[src/rtl/alu.sv]
// ALU_def: opcode encoding shared by the ALU and anything that drives it.
//
// alu: 8-bit arithmetic/logic unit for the execute stage.
//   clk        - clock for the status register only
//   rst_n      - asynchronous active-low reset, clears the status register
//   cin        - carry-in, used by ALU_ADDC only
//   ctrl_input - operation select (ALU_def::ALU_CTRL)
//   a, b       - operands; b doubles as the signed shift amount
//   flag_we    - status register write enable
//   out        - combinational result
//   cout       - combinational carry-out (ADD/ADDC only, else 0)
//   zero       - combinational, high when out == 0
//   cout_q     - registered cout
//   zero_q     - registered zero
package ALU_def;
  typedef enum logic [3:0] {
    ALU_ADD  = 4'd0,
    ALU_ADDC = 4'd1,
    ALU_SUB  = 4'd2,
    ALU_SLL  = 4'd3,
    ALU_SRA  = 4'd4,
    ALU_SRL  = 4'd5,
    ALU_LT   = 4'd6,
    ALU_LTS  = 4'd7,
    ALU_OR   = 4'd8,
    ALU_NEG  = 4'd9,
    ALU_AND  = 4'd10
  } ALU_CTRL;
endpackage

module alu (
  input  logic             clk,
  input  logic             rst_n,
  input  logic             cin,
  input  ALU_def::ALU_CTRL ctrl_input,
  input  logic [7:0]       a,
  input  logic [7:0]       b,
  input  logic             flag_we,
  output logic [7:0]       out,
  output logic             cout,
  output logic             zero,
  output logic             cout_q,
  output logic             zero_q
);
  import ALU_def::*;

  logic       addCarry;
  logic [8:0] sum9;
  logic       shNeg;
  logic [7:0] shMag;
  logic       shBig;
  logic [2:0] shAmt;
  logic [7:0] shlRes;
  logic [7:0] srlRes;
  logic [7:0] sraRes;
  logic       cout_d;
  logic       zero_d;

  // A negative b reverses the shift direction. The magnitude of -128 is
  // 0x80, which correctly lands in the "shift by 8 or more" bucket.
  assign addCarry = (ctrl_input == ALU_ADDC) & cin;
  assign sum9     = {1'b0, a} + {1'b0, b} + {8'd0, addCarry};
  assign shNeg    = b[7];
  assign shMag    = shNeg ? (~b + 8'd1) : b;
  assign shBig    = |shMag[7:3];
  assign shAmt    = shMag[2:0];
  assign shlRes   = shBig ? 8'h00 : (a << shAmt);
  assign srlRes   = shBig ? 8'h00 : (a >> shAmt);
  assign sraRes   = shBig ? {8{a[7]}} : 8'($signed(a) >>> shAmt);

  always_comb begin
    out  = 8'h00;
    cout = 1'b0;
    case (ctrl_input)
      ALU_ADD,
      ALU_ADDC: {cout, out} = sum9;
      ALU_SUB:  out = a - b;
      ALU_SLL:  out = shNeg ? srlRes : shlRes;
      ALU_SRA:  out = shNeg ? shlRes : sraRes;
      ALU_SRL:  out = shNeg ? shlRes : srlRes;
      ALU_LT:   out = {7'd0, (a < b)};
      ALU_LTS:  out = {7'd0, ($signed(a) < $signed(b))};
      ALU_OR:   out = a | b;
      ALU_NEG:  out = ~a;
      ALU_AND:  out = a & b;
      default:  out = 8'h00;
    endcase
    zero = (out == 8'h00);
  end

  // Status register next-state: capture on flag_we, otherwise hold.
  always_comb begin
    cout_d = cout_q;
    zero_d = zero_q;
    if (flag_we) begin
      cout_d = cout;
      zero_d = zero;
    end
  end

  always_ff @(posedge clk or negedge rst_n) begin
    if (!rst_n) begin
      cout_q <= 1'b0;
      zero_q <= 1'b0;
    end else begin
      cout_q <= cout_d;
      zero_q <= zero_d;
    end
  end
endmodule

[config.mk]
export PLATFORM = sky130hd
export DESIGN_NAME = alu
export DESIGN_NICKNAME = d
export VERILOG_FILES = /design/src/rtl/alu.sv
export SDC_FILE = /design/constraint.sdc
export NUM_CORES = 1
export LEC_CHECK = 0
export ABC_AREA = 1
export ABC_CLOCK_PERIOD_IN_PS = 4300
export BUFFER_PORTS_ARGS = -buffer_cell sky130_fd_sc_hd__buf_2
export CORE_MARGIN = 2
export CORE_UTILIZATION = 58
export DETAILED_ROUTE_END_ITERATION = 16
export PLACE_DENSITY_LB_ADDON = 0.08
export SLEW_MARGIN = 20
export SYNTH_ARGS = -nofsm -noshare
export SYNTH_HDL_FRONTEND = slang
export SYNTH_SLANG_ARGS = --single-unit
[constraint.sdc]
create_clock -name clk -period 4.3 [get_ports clk]
set_input_delay 0.215 -clock clk [delete_from_list [all_inputs] [get_ports clk]]
set_output_delay 0.215 -clock clk [all_outputs]
set_load 0.02 [all_outputs]
==> flow_summary.ini, run 1 <==
[status]
outcome = finished clean

[routing]
via_count = 3080
wire_per_inst_um = 13.74
dr.pass1.iters = 5
drc_errors = 0
wl_mm = 7.515
drt_iter0_markers = 299
drtAntennaViolNets = 0
vias_per_cell = 5.631

[worst_setup_path]
crit_top_cell = nand2_1
cp.arrival_ns = 2.69
worst-endpoint-required_ns = 4.09
crit_buf_inv = 5
end_kind = output pin
reg2reg_depth = 2
worstSetupPathType = input port to output pin
crit_chain = buf_2, inv_1, nand2_1, inv_1, nand3_1, fa_1, inv_1, fa_1, nand2_1, o21ai_0, nor3_1, nand2_1, nor2_1, nand2_1, nor2_1, and3_1, buf_2
cpPeakStageDelay_ns = 0.42
worstPathMaxFanout = 5
critPathTopFamily = simple AND/OR/NAND/NOR gates
start_kind = input port
worstSetupPathDepth = 17
cp_slowest_cell = fa_1

[yosys]
synth_area_um2 = 2430
synth_cell_types = 37
syn_inst = 467
syn_avg_cell_area_um2 = 5.203
ys_ff_latch = 2
async_flop_share_pct = 100.0
synth_flop_cell = dfrtp_1
yosys_warnings = 0
synth_fp_nets = 520
seq_area_frac_synth_pct = 2.060
synth_edf_count = 0

[clocking]
ctsHtreeMaxLevel = 1
cts_sinks = 2
cts_tree = yes
numCtsBuffers = 3
clkSlewWorstSetupHoldPaths_ns = 0.03
cts-root-buf = clkbuf_8
cts_buffer_depth = 2
clock_latency_ns = 0.21

[sta]
relSlewSlack_pct = 65.19
worst_pin_slew_ns = 0.5202
max_freq_mhz = 343.8
min_period_ns = 2.909
drv_slew = 0
whs_ns = 0.2573
hold_viol_final = 0
min_period_over_period_pct = 67.64
finalSetupTns_ns = 0
setup_viol = 0
skew_ns = 0
rsz0062_at_grt = false

[global_route]
antenna_found_initial = 0
grt_pass1_vias = 2565
grt_max_degree = 20
grt-ovfl-total = 0
grt_use_total_pct = 32.89
grt_pass1_wl_mm = 11.79

[layout]
nNetsFinal = 552
multi_input_area_um2 = 2056
final_util_pct = 65.43
fillers = 395
fin_area_um2 = 2636
final_common_cell = nand2_1
drive_gt1_share_pct = 14.08
diodes = 0
final_cell_mix = nand2_1 (192), inv_1 (58), nor2_1 (48)
area_delta_synth_final_pct = 8.496
seq_area_um2 = 50.05

[place]
dpl_cell_area_um2 = 2585
port_buffers = 35
place_congestion = 1.022
dp_hpwl_mm = 6.095

[min_path]
hold_depth = 3
hp-class = input port to flop

[floorplanning]
start_util_pct = 60.31
die-area_um2 = 4723
io_pins = 36
dieHeight_um = 68.73
num_rows = 23
coreArea_um2 = 4029
die_w_um = 68.73

[pwr]
p_leak_nw = 1.645
powerDensity_nw_per_um2 = 154.4
finalPower_mw = 0.4070
max-vdd-ir-drop_mv = 0.07315

[run]
max-cap-violations = 0
## through the flow
stage	std cells	setup WS (ns)
final	547	1.391
after global routing	547	1.079
after CTS	547	1.398
after detailed placement	543	1.409
after global placement	543	1.501
after floorplan	467	1.813
## timing repair
item,CTS,global route
hold endpoints to repair,2,0
hold buffers,1,0
resized for setup,0,0
setup buffers,0,0
## final cells by class
cell class	instances	area share (%)
Multi-Input combinational cell	393	77.98
Inverter	63	9.160
Timing Repair Buffer	36	7.024
Tap cell	50	2.373
Sequential cell	2	1.898
Clock buffer	3	1.566
## worst paths after layout
path | from | endpoint | slack, ns
min in group asynchronous | rst_n | cout_q | 0.34
max in group asynchronous | rst_n | zero_q | 3.86
setup / recovery | ctrl_input[1] | zero | 1.39
hold / removal | flag_we | cout_q | 0.26
setup reg to reg | cout_q | cout_q | 3.70
hold reg to reg | zero_q | zero_q | 0.48
## sequential cells by signal (all words and copies together) (netlist names)
| signal | cells |
|---|---|
| zero_q | 1 |
| cout_q | 1 |
## routing by layer
metal	track usage [%]	share of wire, %	vias to the layer above
met5	0	0	-
met4	7.108	2.1	0
met3	2.760	9.4	17
met2	54.21	43	168
met1	46.50	45	1358
li1	-	-	1537
## synthesized netlist by cell type, types with 2 or more instances
library cell,count,area (um^2)
a21oi_1,15,75.07
a21oi_2,3,26.28
buf_2,3,15.01
buf_6,4,45.04
dfrtp_1,2,50.05
fa_1,3,60.06
ha_1,26,325.3
inv_1,58,217.7
inv_2,4,15.01
nand2_1,192,720.7
nand2_2,6,37.54
nand2_4,7,78.83
nand3_1,44,220.2
nand3_2,4,40.04
nand4_1,10,62.56
nor2_1,48,180.2
nor2_2,4,25.02
nor3_1,3,15.01
o211ai_1,2,15.01
o21ai_0,11,55.05
o21ai_1,2,10.01
## cell families (layout without fill, tap and decap cells)
family	Yosys count	in the layout	share of synthesized area [%]
XOR/XNOR	1	1	0.3605
AND/OR/NAND/NOR	323	323	58.24
flip-flops	2	2	2.060
buffers and inverters	72	102	13.34
adder cells (fa/ha/maj)	29	29	15.86
AO/OA/AOI/OAI	40	40	10.14
## worst reg2reg max path, stage by stage (launching register included)
cell and delay, ns:
dfrtp_1 0.37, nand2_1 0.07, nand2_1 0.05
## power breakdown
part	internal (mW)	switching (mW)	leakage [nW]
combinational	0.0989	0.212	1.60
sequential	0.0210	0.000973	0.0272
clock	0.0592	0.0147	0.0216
total	0.179	0.228	1.64
Power figures use the tool's default switching activity.
==> inputs of run 2 (changes only) <==
--- a/config.mk
+++ b/config.mk
@@ -6,7 +6,7 @@
 export NUM_CORES = 1
 export LEC_CHECK = 0
 export ABC_AREA = 1
-export ABC_CLOCK_PERIOD_IN_PS = 4300
+export ABC_CLOCK_PERIOD_IN_PS = 2750
 export BUFFER_PORTS_ARGS = -buffer_cell sky130_fd_sc_hd__buf_2
 export CORE_MARGIN = 2
 export CORE_UTILIZATION = 58
==> constraint.sdc (replaced) <==
create_clock -name clk -period 2.75 [get_ports clk]
set_input_delay 0.1375 -clock clk [delete_from_list [all_inputs] [get_ports clk]]
set_output_delay 0.1375 -clock clk [all_outputs]
set_load 0.02 [all_outputs]
==> flow_summary.ini, run 2 (synthesized netlist as in run 1, its figures left out) <==
[status]
outcome = finished clean

[layout]
area_delta_synth_final_pct = 9.938
reg_top3 = cout_q: 1 flops, zero_q: 1 flops
drive_gt1_share_pct = 15.80
diodes = 0
final_cell_mix = nand2_1 (192), inv_1 (56), nor2_1 (45)
nNetsFinal = 555
final_common_cell = nand2_1

[routing]
dr.pass1.iters = 5
drc_errors = 0
drtAntennaViolNets = 0
wl_mm = 7.747
drt_iter0_markers = 321
vias_per_cell = 5.635
wire_per_inst_um = 14.09
via_count = 3099

[floorplanning]
die-area_um2 = 4723
dieHeight_um = 68.73
num_rows = 23
io_pins = 36
die_w_um = 68.73
coreArea_um2 = 4029
start_util_pct = 60.31

[worst_setup_path]
end_kind = output pin
worstSetupPathType = input port to output pin
cpPeakStageDelay_ns = 0.40
r2r_setup_slack_ns = 2.15
crit_chain = buf_2, nor2_2, nand3_1, fa_2, inv_2, fa_1, nand2_1, o21ai_0, nor3_1, nand2_1, nor2_2, nand2_1, nor2_2, and3_1, buf_4
crit_buf_inv = 3
start_kind = input port
worst-endpoint-required_ns = 2.61
critPathTopFamily = simple AND/OR/NAND/NOR gates
cp.arrival_ns = 2.44
cp_slowest_cell = fa_1
worstPathMaxFanout = 4

[clocking]
postCtsSetupBuffers = 0
clock_latency_ns = 0.22
cts-root-buf = clkbuf_8
numCtsBuffers = 3
cts_tree = yes
cts_sinks = 2
clkSlewWorstSetupHoldPaths_ns = 0.03
ctsHtreeMaxLevel = 1
cts_buffer_depth = 2

[pwr]
p_seq_share_pct = 5.3
finalPower_mw = 0.6495
powerDensity_nw_per_um2 = 243.1
p_leak_nw = 1.656
switching_power_mw = 0.3635
intPower_mw = 0.2860
p_sw_share_pct = 55.96
combPwrFrac_pct = 76.4
max-vdd-ir-drop_mv = 0.1069
pwr-share-clk_pct = 18.3

[sta]
relSlewSlack_pct = 62.13
max_freq_mhz = 388.2
finalSetupTns_ns = 0
setup_viol = 0
min_period_ns = 2.576
hold_viol_final = 0
worst_pin_slew_ns = 0.5660
drv_slew = 0
timing.final.ws_setup_ns = 0.1737
skew_ns = 0
min_period_over_period_pct = 93.68
rsz0062_at_grt = false

[global_route]
grt-ovfl-total = 0
grt_pass1_wl_mm = 11.67
grt_pass1_vias = 2551
grt_max_degree = 20
antenna_found_initial = 0
grt_use_total_pct = 33.04

[place]
place_congestion = 1.038
port_buffers = 35
dp_hpwl_mm = 6.346
dp_slack_ns = 0.07795

[run]
max-cap-violations = 0

[min_path]
hp-class = input port to flop
run 2: cell types whose count changed in the layout (fill, tap and decap cells not counted), sizes merged:
cell,delta
buf,+3
run 2: stage by stage:
stage	cells	instance area (um^2)	utilization (%)	hold WS (ns)
3_3_place_gp	546	2608	64.72	-0.07565
3_5_place_dp	546	2608	64.72	-0.07557
4_1_cts	550	2659	65.99	0.1624
5_1_grt	550	2671	66.30	0.1890
6_report	550	2671	66.30	0.1613
2_1_floorplan	467	2430	-	-0.1581
run 2: worst paths after layout:
check                              start  depth (start not counted)     end
setup / recovery           ctrl_input[2]                         15    zero
hold / removal                   flag_we                          3  cout_q
setup reg to reg                  cout_q                          2  cout_q
hold reg to reg                   zero_q                          2  zero_q
max in group asynchronous          rst_n                          2  zero_q
min in group asynchronous          rst_n                          2  cout_q
run 2: routing by layer:
metal	global-route usage, %	routed length [um]	vias to the layer above	share of wire, %
li1	-	-	1546	-
met2	54.09	3436	164	44
met4	7.843	148	0	1.9
met3	2.435	754	12	9.7
met1	46.93	3408	1377	44
met5	0	0	-	0
run 2: worst register-to-register path: cells and delay by family (launching register included):
family,cells,cell delay [ns]
simple gates,2,0.12
flops,1,0.37
run 2: layout make-up:
type                    count  area, um^2
multi-input cells         393        2066
fillers                   427        1358
inverters                  63       241.5
repair buffers             39       210.2
well taps                  50       62.56
flip-flops and latches      2       50.05
clock buffers               3       41.29
run 2: power by group through the flow:
stage	logic [mW]	clock network [mW]	registers, mW
finish	0.496	0.119	0.0343
global route	0.552	0.121	0.0350
detailed placement	0.478	0	0.0346
floorplan	0.353	0	0.0388
global placement	0.471	0	0.0347
CTS	0.481	0.121	0.0343
run 2: what timing repair did:
action	in CTS	in global routing
resized for setup	0	7
hold buffers	1	0
endpoints found under the hold margin	2	0
endpoints found under the setup margin	0	1
==> inputs of run 3 (changes only) <==
--- a/config.mk
+++ b/config.mk
@@ -6,10 +6,10 @@
 export NUM_CORES = 1
 export LEC_CHECK = 0
 export ABC_AREA = 1
-export ABC_CLOCK_PERIOD_IN_PS = 2750
+export ABC_CLOCK_PERIOD_IN_PS = 2200
 export BUFFER_PORTS_ARGS = -buffer_cell sky130_fd_sc_hd__buf_2
 export CORE_MARGIN = 2
-export CORE_UTILIZATION = 58
+export CORE_UTILIZATION = 54
 export DETAILED_ROUTE_END_ITERATION = 16
 export PLACE_DENSITY_LB_ADDON = 0.08
 export SLEW_MARGIN = 20
==> constraint.sdc (replaced) <==
create_clock -name clk -period 2.2 [get_ports clk]
set_input_delay 0.11 -clock clk [delete_from_list [all_inputs] [get_ports clk]]
set_output_delay 0.11 -clock clk [all_outputs]
set_load 0.02 [all_outputs]
==> flow_summary.ini, run 3 (synthesized netlist as in run 1, its figures left out) <==
[worst_setup_path]
end_kind = output pin
crit_buf_inv = 3
worstPathMaxFanout = 2
critPathTopFamily = simple AND/OR/NAND/NOR gates
worst-endpoint-required_ns = 2.09
crit_chain = buf_6, nor2_4, nand3_4, fa_2, inv_2, fa_2, nand2_1, o21ai_1, nor3_2, nand2_1, nor2_2, nand2_1, nor2_2, and3_4, buf_6
cpPeakStageDelay_ns = 0.42
cp.arrival_ns = 2.31
r2r_setup_slack_ns = 1.55
worstReg2RegStart = cout_q
worstSetupPathType = input port to output pin
reg2reg_depth = 2
cp_slowest_cell = fa_2
crit_top_cell = nand2_1
r2r-end = cout_q
crit_start = ctrl_input[2]
start_kind = input port

[pwr]
powerDensity_nw_per_um2 = 300.4
p_leak_nw = 2.072
max-vdd-ir-drop_mv = 0.1957

[status]
violations = negative setup slack
outcome = finished, violations left

[global_route]
grt_max_degree = 19
grt-ovfl-total = 0
grt-busiest-layer = met2
use_met3_pct = 2.137
met2_usage_pct = 62.10
grt_pass1_vias = 3225
antenna_found_initial = 0
grt_pass1_wl_mm = 14.71
met1_usage_pct = 48.41
grt_use_total_pct = 35.93

[routing]
drtAntennaViolNets = 0
drc_errors = 0
dr.pass1.iters = 6
wire_per_inst_um = 15.39
via_count = 3583
wl_mm = 9.709
vias_per_cell = 5.678
drt_iter0_markers = 420

[layout]
fillers = 325
multi_input_area_um2 = 2232
area_delta_synth_final_pct = 43.98
nNetsFinal = 634
final_cell_count_no_fill = 631
drive_gt1_share_pct = 33.51
diodes = 0
reg_top3 = cout_q: 1 flops, zero_q: 1 flops
final_cell_mix = nand2_1 (181), buf_4 (83), inv_1 (51)
seq_area_um2 = 50.05
final_common_cell = nand2_1

[clocking]
cts_sinks = 2
clock_latency_ns = 0.21
cts_tree = yes
ctsHtreeMaxLevel = 1
cts-root-buf = clkbuf_8
numCtsBuffers = 3
clkSlewWorstSetupHoldPaths_ns = 0.03
cts_buffer_depth = 2

[place]
dp_slack_ns = -0.3414
port_buffers = 35
dp.cells = 606
place_congestion = 1.003
dp_hpwl_mm = 6.686

[min_path]
hold_end = cout_q
min_from = flag_we
hold_depth = 3
hp-class = input port to flop

[sta]
skew_ns = 0
setup_viol = 5
worst_pin_slew_ns = 0.4921
drv_slew = 0
rsz0062_at_grt = true
min_period_over_period_pct = 110.1
hold_viol_final = 0
min_period_ns = 2.422
timing.final.ws_setup_ns = -0.2216
max_freq_mhz = 413.0
relSlewSlack_pct = 67.07

[floorplanning]
start_util_pct = 55.80
die_w_um = 71.08
coreArea_um2 = 4354
die-area_um2 = 5052
io_pins = 36
num_rows = 24
dieHeight_um = 71.08

[run]
max-cap-violations = 0
run 3: where the power goes:
part           total (mW)  internal, mW  switching (mW)
clock               0.147         0.116          0.0308
combinational       0.860         0.360           0.500
sequential         0.0436        0.0411         0.00248
total                1.05         0.517           0.534
run 3: stage by stage:
step | utilization [%] | power, mW | instance area (um^2) | setup TNS [ns] | hold slack, ns
after floorplan | - | 0.4947 | 2440 | 0 | -0.1856
after global placement | 70.17 | 0.7382 | 3055 | -0.4391 | -0.1052
after detailed placement | 70.17 | 0.7508 | 3055 | -0.6805 | -0.1032
after CTS | 75.34 | 0.9481 | 3281 | -0.2808 | 0.1290
after global routing | 80.34 | 1.129 | 3498 | -1.250 | 0.2068
final | 80.34 | 1.051 | 3498 | -0.5320 | 0.1936
run 3: layer usage:
layer	wire (um)	vias up
met5	0	-
li1	-	1697
met3	972	34
met4	334	0
met2	4547	256
met1	3855	1596
run 3: timing repair:
item	4_1_cts	5_1_grt
endpoints found under the hold margin	2	0
resized for setup	21	49
hold buffers	1	0
setup buffers	15	9
endpoints found under the setup margin	6	10
pin swaps	9	25
run 3: worst max path at each step:
stage / to / slack, ns / depth (start not counted)
after global routing: zero / -0.31 / 19
final: zero / -0.22 / 15
after global placement: zero / -0.29 / 17
after floorplan: zero / 0.03 / 14
after CTS: zero / -0.22 / 17
after detailed placement: zero / -0.34 / 17
run 3: cell type report:
type / count / area share, %
clock buffer: 3 / 1.180
inverter: 63 / 7.046
multi-input combinational: 393 / 63.81
sequential: 2 / 1.431
tap: 52 / 1.860
timing repair buffer: 118 / 24.68
run 3: worst reg2reg max path: stages, from the launching register on:
cell	delay, ns
dfrtp_1	0.37
nand2_1	0.09
nand2_1	0.07
